$ cat src/rtl/obc_dft_pkg.sv
// Shared constants, FSM state type and helpers for the OBC DFT bin sequencer.
package obc_dft_pkg;

    localparam int unsigned N_PTS = 16;
    localparam int unsigned BIN_W = 4;
    localparam int unsigned B     = 8;
    localparam int unsigned BIT_W = 3;
    localparam int unsigned ROM_W = 32;
    localparam int unsigned ACC_W = 40;

    typedef enum logic [1:0] {
        ST_IDLE = 2'd0,
        ST_RUN  = 2'd1,
        ST_OUT  = 2'd2
    } state_e;

    function automatic logic [ACC_W-1:0] sext_rom(input logic [ROM_W-1:0] x);
        return {{(ACC_W-ROM_W){x[ROM_W-1]}}, x};
    endfunction

    // Bit k of every sample gathered into one N_PTS-wide ROM address slice.
    function automatic logic [N_PTS-1:0] slice_of(input logic [N_PTS*B-1:0] s,
                                                  input logic [BIT_W-1:0]   k);
        logic [N_PTS-1:0] r;
        r = '0;
        for (int i = 0; i < N_PTS; i++) begin
            r[i] = s[i*B + int'(k)];
        end
        return r;
    endfunction

endpackage

$ cat src/rtl/obc_da_accumulator.sv
// Bit-serial shift-add accumulator: MSB cycle negates and restarts, bit-0 cycle
// adds the offset term and captures the result.
module obc_da_accumulator
    import obc_dft_pkg::*;
(
    input  logic             clk,
    input  logic             rst_n,
    input  logic             en_i,
    input  logic             msb_i,
    input  logic             last_i,
    input  logic [ROM_W-1:0] rom_sum_i,
    input  logic [ROM_W-1:0] offset_i,
    output logic [ACC_W-1:0] res_o
);

    logic [ACC_W-1:0] acc_q, acc_d;
    logic [ACC_W-1:0] res_q, res_d;

    always_comb begin
        acc_d = acc_q;
        res_d = res_q;
        if (msb_i) begin
            acc_d = ACC_W'(0) - sext_rom(rom_sum_i);
        end else begin
            acc_d = (acc_q << 1) + sext_rom(rom_sum_i);
        end
        if (last_i) begin
            res_d = acc_d + sext_rom(offset_i);
        end
    end

    always_ff @(posedge clk or negedge rst_n) begin
        if (!rst_n) begin
            acc_q <= '0;
            res_q <= '0;
        end else begin
            if (en_i) begin
                acc_q <= acc_d;
            end
            res_q <= res_d;
        end
    end

    assign res_o = res_q;

endmodule

$ cat src/rtl/obc_dft_bin_sequencer.sv
// Walks all 16 DFT bins bit-serially through one shared OBC ROM bank and
// streams one complex result per bin.
module obc_dft_bin_sequencer
    import obc_dft_pkg::*;
(
    input  logic               clk,
    input  logic               rst_n,
    input  logic               s_valid,
    output logic               s_ready,
    input  logic [N_PTS*B-1:0] s_data,
    output logic [N_PTS-1:0]   slice_bits,
    output logic               slice_valid,
    output logic [BIN_W-1:0]   bin_sel,
    input  logic [ROM_W-1:0]   rom_sum_re,
    input  logic [ROM_W-1:0]   rom_sum_im,
    input  logic [ROM_W-1:0]   offset_re,
    input  logic [ROM_W-1:0]   offset_im,
    output logic               m_valid,
    input  logic               m_ready,
    output logic [ACC_W-1:0]   m_re,
    output logic [ACC_W-1:0]   m_im,
    output logic [BIN_W-1:0]   m_bin
);

    localparam logic [BIT_W-1:0] BIT_MSB = BIT_W'(B-1);
    localparam logic [BIN_W-1:0] BIN_MAX = BIN_W'(N_PTS-1);

    state_e             state_q, state_d;
    logic [N_PTS*B-1:0] samples_q, samples_d;
    logic [BIN_W-1:0]   bin_q, bin_d;
    logic [BIT_W-1:0]   bit_q, bit_d;
    logic [N_PTS-1:0]   slice_q, slice_d;
    logic               slice_vld_q, slice_vld_d;
    logic               s_ready_q, s_ready_d;
    logic               m_valid_q, m_valid_d;
    logic [BIN_W-1:0]   m_bin_q, m_bin_d;
    logic               acc_en, acc_msb, acc_last;

    always_comb begin
        state_d     = state_q;
        samples_d   = samples_q;
        bin_d       = bin_q;
        bit_d       = bit_q;
        slice_d     = slice_q;
        slice_vld_d = slice_vld_q;
        s_ready_d   = s_ready_q;
        m_valid_d   = m_valid_q;
        m_bin_d     = m_bin_q;
        acc_en      = 1'b0;
        acc_msb     = 1'b0;
        acc_last    = 1'b0;

        unique case (state_q)
            ST_IDLE: begin
                if (s_valid && s_ready_q) begin
                    samples_d   = s_data;
                    bin_d       = '0;
                    bit_d       = BIT_MSB;
                    slice_d     = slice_of(s_data, BIT_MSB);
                    slice_vld_d = 1'b1;
                    s_ready_d   = 1'b0;
                    state_d     = ST_RUN;
                end
            end
            ST_RUN: begin
                acc_en  = 1'b1;
                acc_msb = (bit_q == BIT_MSB);
                if (bit_q == '0) begin
                    acc_last    = 1'b1;
                    slice_d     = '0;
                    slice_vld_d = 1'b0;
                    m_valid_d   = 1'b1;
                    m_bin_d     = bin_q;
                    state_d     = ST_OUT;
                end else begin
                    bit_d   = bit_q - BIT_W'(1);
                    slice_d = slice_of(samples_q, bit_q - BIT_W'(1));
                end
            end
            ST_OUT: begin
                // Result is held until the consumer takes it; only then move on.
                if (m_ready) begin
                    m_valid_d = 1'b0;
                    if (bin_q == BIN_MAX) begin
                        s_ready_d = 1'b1;
                        state_d   = ST_IDLE;
                    end else begin
                        bin_d       = bin_q + BIN_W'(1);
                        bit_d       = BIT_MSB;
                        slice_d     = slice_of(samples_q, BIT_MSB);
                        slice_vld_d = 1'b1;
                        state_d     = ST_RUN;
                    end
                end
            end
            default: begin
                state_d = ST_IDLE;
            end
        endcase
    end

    always_ff @(posedge clk or negedge rst_n) begin
        if (!rst_n) begin
            state_q     <= ST_IDLE;
            samples_q   <= '0;
            bin_q       <= '0;
            bit_q       <= '0;
            slice_q     <= '0;
            slice_vld_q <= 1'b0;
            s_ready_q   <= 1'b1;
            m_valid_q   <= 1'b0;
            m_bin_q     <= '0;
        end else begin
            state_q     <= state_d;
            samples_q   <= samples_d;
            bin_q       <= bin_d;
            bit_q       <= bit_d;
            slice_q     <= slice_d;
            slice_vld_q <= slice_vld_d;
            s_ready_q   <= s_ready_d;
            m_valid_q   <= m_valid_d;
            m_bin_q     <= m_bin_d;
        end
    end

    obc_da_accumulator u_acc_re (
        .clk       (clk),
        .rst_n     (rst_n),
        .en_i      (acc_en),
        .msb_i     (acc_msb),
        .last_i    (acc_last),
        .rom_sum_i (rom_sum_re),
        .offset_i  (offset_re),
        .res_o     (m_re)
    );

    obc_da_accumulator u_acc_im (
        .clk       (clk),
        .rst_n     (rst_n),
        .en_i      (acc_en),
        .msb_i     (acc_msb),
        .last_i    (acc_last),
        .rom_sum_i (rom_sum_im),
        .offset_i  (offset_im),
        .res_o     (m_im)
    );

    assign s_ready     = s_ready_q;
    assign slice_bits  = slice_q;
    assign slice_valid = slice_vld_q;
    assign bin_sel     = bin_q;
    assign m_valid     = m_valid_q;
    assign m_bin       = m_bin_q;

endmodule

$ cat config.mk
export PLATFORM = sky130hd
export DESIGN_NAME = obc_dft_bin_sequencer
export DESIGN_NICKNAME = d
export VERILOG_FILES = /design/src/rtl/obc_dft_pkg.sv /design/src/rtl/obc_da_accumulator.sv /design/src/rtl/obc_dft_bin_sequencer.sv
export SDC_FILE = /design/constraint.sdc
export NUM_CORES = 1
export LEC_CHECK = 0
export ABC_AREA = 0
export ABC_CLOCK_PERIOD_IN_PS = 4300
export BUFFER_PORTS_ARGS = -buffer_cell sky130_fd_sc_hd__buf_2
export CAP_MARGIN = 20
export CORE_UTILIZATION = 54
export CTS_BUF_LIST = sky130_fd_sc_hd__clkbuf_2 sky130_fd_sc_hd__clkbuf_4 sky130_fd_sc_hd__clkbuf_8
export CTS_CLUSTER_SIZE = 12
export DETAILED_ROUTE_END_ITERATION = 10
export HOLD_SLACK_MARGIN = 0.05
export PLACE_DENSITY_LB_ADDON = 0.25
export SYNTH_ARGS = -nofsm -noshare
export SYNTH_HDL_FRONTEND = slang
export SYNTH_HIERARCHICAL = 1
export SYNTH_SLANG_ARGS = --single-unit
$ cat constraint.sdc
create_clock -name clk -period 4.3 [get_ports clk]
set_input_delay 0.86 -clock clk [delete_from_list [all_inputs] [get_ports clk]]
set_output_delay 0.86 -clock clk [all_outputs]
set_load 0.005 [all_outputs]
==> results by group <==
Run status
  – Status: finished with violations
  – Violated checks: setup timing

Clock network
  – Sink Count: around 320
  – Total CTS buffers: 56
  – CTS H-tree depth: 2
  – Worst skew pair latency: 0.67 ns
  – CTS tree: built
  – Clk root buf: clkbuf_8
  – Clock slew at reported path FFs: 0.07 ns
  – Clk buf depth: 3

Die
  – Initial Utilization: about 55%
  – Row count: 75
  – Die Y-Extent: around 210 um
  – Core area: 42200 um^2
  – Die X: 210 um
  – Top Ports: roughly 370
  – Die ar.: 44000 um^2

Routing
  – Routed vias/inst: 5.95
  – First-pass DRT Iterations: 6
  – DR vias: 22900
  – Antenna viol nets, final: 0
  – Routed WL: about 80 mm
  – Initial DRC count: 1508
  – Detailed-route DRC error count: 0
  – DR WL/cell: 20.3 um

Timing
  – RSZ-0062 raised after global routing: true
  – Final number of setup-violating endpoints: 30
  – Worst slew pin tran: 1.13 ns
  – Max Slew Vio Count: 0
  – Skew final: 0.0381 ns
  – Tcrit/Tclk final: 109%
  – Hold Vio Cnt, Final: 0
  – TNS Setup: -5.62 ns
  – Fin crit period: approximately 4.7 ns
  – Relative slew slack: 25.0%
  – Peak Freq: around 210 MHz
  – Setup ws final: -0.380 ns

Power and ir drop
  – Leak: 0.0159 uW
  – Switching share of power: 44.9%
  – Comb power frac: about 78%
  – Fraction of power consumed by the clock network: roughly 9%
  – P_sw: 14700 uW
  – Internal power: ~18000 uW
  – Power density over the cells: about 1000 nW/um^2
  – VDD IR max: 0.530 mV
  – Reg power frac: 13.4%

Setup path
  – Worst path bufs/invs: 2
  – Crit-path max cell delay: 0.42 ns
  – Slowest-stage cell, CP: ha_2
  – CP Class: reg -> reg
  – FF-to-FF setup slack: -0.38 ns
  – Arrival time worst endpoint: approximately 5.2 ns
  – Worst setup EP type: flip-flop
  – Crit path launch type: flip-flop
  – Critical Path Fanout Max: 5
  – CP cell instances: ha_4 -> inv_2 -> fa_2 -> nor2b_2 -> o31a_1 -> o31a_1 -> buf_4 -> a21o_1 -> a21oi_2 -> xor2_1 -> o21ai_1 -> ha_2 -> nand3_2 -> a211oi_2 -> o21a_2 -> o21a_1 -> o21ai_2 -> o211ai_1 -> a21oi_2 -> o41ai_2 -> xor2_1 -> mux2_4
  – Crit path max-delay family: compound AO/OA/AOI/OAI gates
  – Worst Path Required: 4.85 ns

Logic synthesis
  – Combinational family with the most area after synthesis: compound AO/OA/AOI/OAI gates
  – Post-synth ARST share: 100%
  – Primary FF master, synth: dfrtp_1
  – Cells after Synth: 2395
  – Syn Area/Cell: 9.73 um^2
  – Compound-Gate Fraction of Synth Area: 18.3%
  – Simple-gate share of the synthesized area: 13.2%
  – Synthesis Warnings: 6
  – #FFs+latches synth: approximately 320
  – Adder-cell share of the synthesized area: 9.26%
  – Mux contribution to synthesized area: 15.5%
  – Post-Synth XOR/XNOR Area: 6.73%
  – Post-synth EDFFs: 0
  – Register area share after synthesis: 34.2%
  – Mapped Nets: 2825
  – Synth unique cells: 98
  – Post-Syn Area: 23300 um^2

Global route
  – Initial antenna violation count: 9
  – Grt met1 use: 41.7%
  – First-pass GRT wire length: 121 mm
  – GRT Max-Usage Layer: met2
  – Vias in the first global route: approximately 24000
  – M3 GR Usage: 6.67%
  – Gr usage total: 34.6%
  – Largest net degree at the start of global routing: around 100
  – Total gr overflow: 0
  – M2 GR Usage: approximately 60%

Final layout
  – Synthesis-to-finish area growth: 37.9%
  – Leading cell type in the layout, fill and taps excluded: buf_4
  – Fin util: 76.1%
  – Most frequent cells in the layout: buf_4, buf_2, dfrtp_1
  – Nets@finish: 3697
  – Fillers: a little under 3000
  – Share of layout cells above drive strength 1: 46.0%

Min path
  – Hold/Removal Path Class: in -> async

Placed design
  – Dpl ws: -1.06 ns
  – Placer Congestion: roughly 0.99
  – DP HPWL: 58.3 mm
  – Port buffer count: 366

Run
  – Max-cap violations: 0
[cell families (layout without fill, tap and decap cells)]
group           count (synthesis)  count (layout)
compound gates                636             636
xor+xnor                      179             179
buf+inv                       157            1066
simple gates                  609             609
flops                         318             318
fa+ha+maj                     170             170
other cells                     0               3
mux                           326             326
[power groups by stage]
| stage | logic, uW | registers [uW] | clock network, uW |
|---|---|---|---|
| floorplan | 13400 | 4240 | 0 |
| global placement | 21900 | 4350 | 0 |
| detailed placement | 22400 | 4380 | 0 |
| CTS | 23700 | 4340 | 3010 |
| global route | 27200 | 4430 | 3120 |
| finish | 25400 | 4370 | 2940 |
[final timing paths]
path | start | end | depth (start not counted)
min reg2reg | m_bin[3] | m_bin[3] | 2
max in group asynchronous | rst_n | samples_q[124] | 2
min in group clk | s_data[61] | samples_q[61] | 2
max reg2reg | u_acc_re/acc_q[0] | u_acc_re/res_o[31] | 22
max | u_acc_re/acc_q[0] | u_acc_re/res_o[31] | 22
min | rst_n | u_acc_re/acc_q[24] | 1
[state kept, by name, summed over array words and instances (netlist names), 2 cells and up]
name,cells
state_q,2
bin_sel,4
u_acc_re/acc_q,39
u_acc_im/res_o,40
m_bin,4
u_acc_im/acc_q,39
u_acc_re/res_o,40
bit_q,3
slice_bits,16
samples_q,128
[through the flow]
| stage | cells | power, uW | hold WS, ns | area, um^2 |
|---|---|---|---|---|
| floorplan | 2395 | 17600 | 0.470 | 23700 |
| global placement | 3712 | 26200 | 0.459 | 29700 |
| detailed placement | 3712 | 26800 | 0.471 | 29700 |
| CTS | 3823 | 31000 | 0.272 | 31400 |
| global route | 3845 | 34800 | 0.291 | 32100 |
| finish | 3846 | 32700 | 0.235 | 32100 |
[metal layers]
layer	vias up	part of all wire (%)
met3	246	6.1
met5	-	0.062
li1	10600	-
met1	11200	40
met4	8	4.6
met2	818	49
[cell type report]
| class | count | area [um^2] | share of cell area, % |
|---|---|---|---|
| flip-flops and latches | 318 | 7960 | 24.8 |
| well taps | 539 | 674 | 2.10 |
| diodes | 3 | 7.51 | 0.0234 |
| repair buffers | 915 | 6080 | 18.9 |
| clock inverters | 8 | 62.6 | 0.195 |
| multi-input cells | 1920 | 16000 | 49.9 |
| clock buffers | 87 | 1090 | 3.40 |
| inverters | 56 | 213 | 0.662 |
[repair_timing]
action	CTS	global route
endpoints found under the setup margin	38	47
gates cloned	0	0
gates resized for setup	111	119
setup buffers	17	26
pin swaps	63	99
hold buffers	0	0
[cells in the mapped netlist (6+ instances only)]
master / number / area share, %
a32oi_1: 16 / 0.60
o2bb2ai_1: 6 / 0.23
nand2b_1: 30 / 0.81
a31o_2: 9 / 0.34
o211ai_1: 17 / 0.55
nor2_1: 112 / 1.8
and2_1: 14 / 0.38
a21o_1: 79 / 2.5
buf_2: 30 / 0.64
a22oi_1: 17 / 0.55
nand3_1: 73 / 1.6
nor3_1: 40 / 0.86
a21oi_1: 153 / 3.3
o21a_1: 17 / 0.55
o22ai_1: 6 / 0.16
nand2_1: 197 / 3.2
nor2b_1: 28 / 0.75
o21ai_1: 33 / 0.71
o21bai_1: 17 / 0.55
mux2_2: 271 / 13
mux2i_1: 55 / 2.4
and3_1: 23 / 0.62
a31oi_1: 29 / 0.78
or3_1: 12 / 0.32
o21ai_0: 122 / 2.6
clkbuf_1: 60 / 0.97
nor4_1: 15 / 0.40
nand3b_1: 10 / 0.32
xnor2_1: 102 / 3.8
dfrtp_1: 317 / 34
o31ai_1: 9 / 0.29
inv_1: 53 / 0.85
nand4_1: 16 / 0.43
ha_1: 166 / 8.9
xor2_1: 77 / 2.9
a211oi_1: 14 / 0.45
or4_1: 6 / 0.19
a221o_1: 18 / 0.77
a211o_1: 9 / 0.34
No activity file was read; power rests on OpenSTA's default activity.
